### src/rtl/reg_file_32x32.sv
// 32 x WIDTH register file: one synchronous write port, two combinational read
// ports built as LSB-first binary mux trees, optional write-to-read forwarding.

module reg_file_32x32_rd_port #(
  parameter int WIDTH  = 32,
  parameter bit BYPASS = 1'b0
) (
  input  logic                  rst_n,
  input  logic [31:0][WIDTH-1:0] regs,
  input  logic [4:0]            addr,
  input  logic                  we,
  input  logic [4:0]            waddr,
  input  logic [WIDTH-1:0]      wdata,
  output logic [WIDTH-1:0]      data
);
  // Tree nodes laid out level by level: level k starts at 64 - (64 >> k).
  logic [WIDTH-1:0] node [0:62];
  logic [WIDTH-1:0] rd;
  logic             hit;

  genvar j, k;
  generate
    for (j = 0; j < 32; j++) begin : g_leaf
      assign node[j] = regs[j];
    end
    for (k = 0; k < 5; k++) begin : g_lvl
      localparam int IN  = 64 - (64 >> k);
      localparam int OUT = 64 - (32 >> k);
      for (j = 0; j < (32 >> (k + 1)); j++) begin : g_mux
        assign node[OUT+j] = addr[k] ? node[IN+2*j+1] : node[IN+2*j];
      end
    end
  endgenerate

  assign rd  = node[62];
  assign hit = we && (waddr != 5'd0) && (waddr == addr);

  // Gate forwarding with rst_n so reads stay 0 throughout reset.
  always_comb begin
    data = rd;
    if (!rst_n)              data = '0;
    else if (BYPASS && hit)  data = wdata;
  end
endmodule

module reg_file_32x32 #(
  parameter int WIDTH  = 32,
  parameter bit BYPASS = 1'b0
) (
  input  logic             clk,
  input  logic             rst_n,
  input  logic             we,
  input  logic [4:0]       waddr,
  input  logic [WIDTH-1:0] wdata,
  input  logic [4:0]       raddr_a,
  input  logic [4:0]       raddr_b,
  output logic [WIDTH-1:0] rdata_a,
  output logic [WIDTH-1:0] rdata_b
);
  logic [WIDTH-1:0]       mem [1:31];
  logic [31:1]            wen;
  logic [31:0][WIDTH-1:0] regs;
  logic [1:0][4:0]        raddr;
  logic [1:0][WIDTH-1:0]  rdata;

  assign regs[0] = '0;

  genvar i;
  generate
    for (i = 1; i < 32; i++) begin : g_reg
      assign wen[i]  = we && (waddr == 5'(i));
      assign regs[i] = mem[i];
      always_ff @(posedge clk or negedge rst_n) begin
        if (!rst_n)      mem[i] <= '0;
        else if (wen[i]) mem[i] <= wdata;
      end
    end
  endgenerate

  assign raddr   = {raddr_b, raddr_a};
  assign rdata_a = rdata[0];
  assign rdata_b = rdata[1];

  generate
    for (i = 0; i < 2; i++) begin : g_rd
      reg_file_32x32_rd_port #(.WIDTH(WIDTH), .BYPASS(BYPASS)) u_rd (
        .rst_n (rst_n),
        .regs  (regs),
        .addr  (raddr[i]),
        .we    (we),
        .waddr (waddr),
        .wdata (wdata),
        .data  (rdata[i])
      );
    end
  endgenerate
endmodule

### config.mk
export PLATFORM = sky130hd
export DESIGN_NAME = reg_file_32x32
export DESIGN_NICKNAME = d
export VERILOG_FILES = /design/src/rtl/reg_file_32x32.sv
export SDC_FILE = /design/constraint.sdc
export NUM_CORES = 2
export LEC_CHECK = 0
export ABC_AREA = 0
export BUFFER_PORTS_ARGS = -buffer_cell sky130_fd_sc_hd__buf_2
export CORE_MARGIN = 5
export CORE_UTILIZATION = 55
export DETAILED_ROUTE_END_ITERATION = 10
export GPL_ROUTABILITY_DRIVEN = 0
export PLACE_DENSITY = 0.71
export REMOVE_ABC_BUFFERS = 1
export SKIP_LAST_GASP = 1
export SLEW_MARGIN = 5
export SYNTH_ARGS = -nofsm -noshare
export SYNTH_HDL_FRONTEND = slang
export SYNTH_SLANG_ARGS = --single-unit
### constraint.sdc
create_clock -name clk -period 5.3 [get_ports clk]
set_input_delay 0.265 -clock clk [delete_from_list [all_inputs] [get_ports clk]]
set_output_delay 0.265 -clock clk [all_outputs]
set_load 0.02 [all_outputs]
==> reports/metrics.cfg <==
[synthesis]
synth_edf_count=0
synth_ff_type=dfrtp_1
syn_avg_cell_area_um2=14.1
yosys_warnings=0
synth_cells=3801
syn_area_um2=53600
synth-async-reset-ratio_pct=100
synth_seq_cells=992
synth_cell_types=46
seq_area_frac_synth_pct=46.3

[finish]
largest_register=mem
final_nets=3758
instances_no_fill=5074
final_common_cell=mux2_2
fin_area_um2=58900
layout_common_cells=1074 x mux2_2, 992 x dfrtp_1, 324 x mux4_2
drive_gt1_share_pct=50.6
largest_reg_flops=992
utilization_pct=60.9
reg.largest.list=mem (992)
area_growth_syn_to_layout_pct=9.97
fillCellCount=7464

[placed_design]
dp_slack_ps=1900
post_dp_cell_area_um2=55200
portBuffers=113
place_hpwl_mm=94.5
dpl.cell_count=4872

[setup_path]
cp_cell_sequence=buf_8 -> nor2b_4 -> a221o_1 -> a21oi_1 -> a2111oi_0 -> buf_2
crit_arrival_ps=3300
slowest_delay_ps=970
critPathSlowestCell=nor2b_4
critPathLaunchType=primary input
cp_top_family=compound AO/OA/AOI/OAI gates
critPathKind=in2out
worstPathRequired_ps=5040
reg2reg_depth=1
ff2ff_setup_slack_ps=4480
path_buf_inv=2
timing.rr.end=mem[254]
crit_cells=6
critPathMaxFanout=52
end_kind=primary output
reg2reg_from=mem[254]

[sta]
skew_ps=0
final.setup.worst_slack_ps=1730
period_share_pct=67.3
drv_slew=0
setup_viol=0
tightest_slew_ps=1180
grt_setup_unrepaired=false
fmax_mhz=280
whs_ps=184
finalHoldViolCount=0
max-slew-margin-rel_pct=21.5
finalSetupTns_ps=0
fin_crit_ps=3570

[global_route]
grt_start_max_net_pins=140
overflow=0
grt_pass1_vias=37000
antenna_found_initial=7
grt_pass1_wl_mm=246
track_usage_pct=31.4

[clock_network]
hold_buffers=1
clock_path_buffers=3
cts_tree=yes
clk_pin_slew_ps=60
cts_setup_buffers=0
cts_resized=0
root_buffer=clkbuf_16
clkSinkCount=992
h-tree-depth=3
cts_made_buffers=109
clock_latency_ps=690

[route]
drc_errors=0
wirelength_mm=163
vias=35500
first_pass_iters=6
routedWlPerCell_um=32.1
via_per_inst=7.00
ant_nets=0
initialDrtViolationCount=3829

[power]
clkPwrFrac_pct=35.0
p_int_mw=16.4
sequentialPowerShare_pct=45.3
power_frac_comb_pct=19.8
power.switching_mw=6.12
power.total_mw=22.5
power.density_nw_per_um2=382
sw_frac_of_total_pct=27.2
p_leak_nw=26.0
ir_drop_mv=0.253

[floorplanning]
design.core.area_um2=96700
ios=114
dieArea_um2=104000
start_util_pct=55.4
die-height_um=322
rows=114
die_w_um=322

[run_status]
status=finished clean

[job]
cap_violations=0

[worst_hold_path]
hp-class=in2async

-- layer usage --
metal  wire length, um  global-route usage, %
met5                47                      0
met4              6670                   11.1
met3             14000                   6.99
met2             75500                   49.2
met1             66600                   43.8
-- power by group through the flow --
stage / Sequential [mW] / Clock (mW) / Combinational [mW]
floorplan: 9.87 / 0 / 3.22
global placement: 10.2 / 0 / 4.31
detailed placement: 10.3 / 0 / 4.41
CTS: 10.2 / 7.97 / 4.45
global route: 10.4 / 8.28 / 4.79
finish: 10.2 / 7.87 / 4.45
-- cell type report --
type                    count  area (um^2)  area share (%)
inverters                   5         21.3          0.0361
clock inverters            34          435           0.739
well taps                1276         1600            2.71
flip-flops and latches    992        24800            42.1
clock buffers             162         3280            5.57
multi-input cells        2387        27200            46.1
diodes                      5         12.5          0.0212
repair buffers            213         1590            2.69
-- worst max-delay path by stage --
stage               slack, ps           to       start
floorplan                1940   rdata_b[0]  raddr_b[2]
global placement         1890  rdata_b[30]  raddr_b[1]
detailed placement       1900  rdata_b[30]  raddr_b[1]
CTS                      1890  rdata_b[30]  raddr_b[1]
global route             1760  rdata_b[31]  raddr_b[0]
finish                   1730  rdata_b[31]  raddr_b[1]
-- cells by family after synthesis --
group	share of synthesized area, %
multiplexers	41.7
flip-flops	46.3
AND/OR/NAND/NOR	1.97
buffers and inverters	3.42
AO/OA/AOI/OAI	6.60
-- synthesized netlist by cell type (all sizes together), types with 30 or more instances --
cell type,count,share of area (%)
mux2,1110,24
dfrtp,992,46
mux4,324,14
mux2i,242,4.5
clkbuf,211,1.5
buf,206,1.9
nand2,105,0.74
a21oi,97,0.91
nor2,70,0.49
o221ai,63,1.0
a221oi,58,0.95
nor3,35,0.33
a211oi,30,0.42
a22oi,30,0.42
Power figures use the tool's default switching activity.
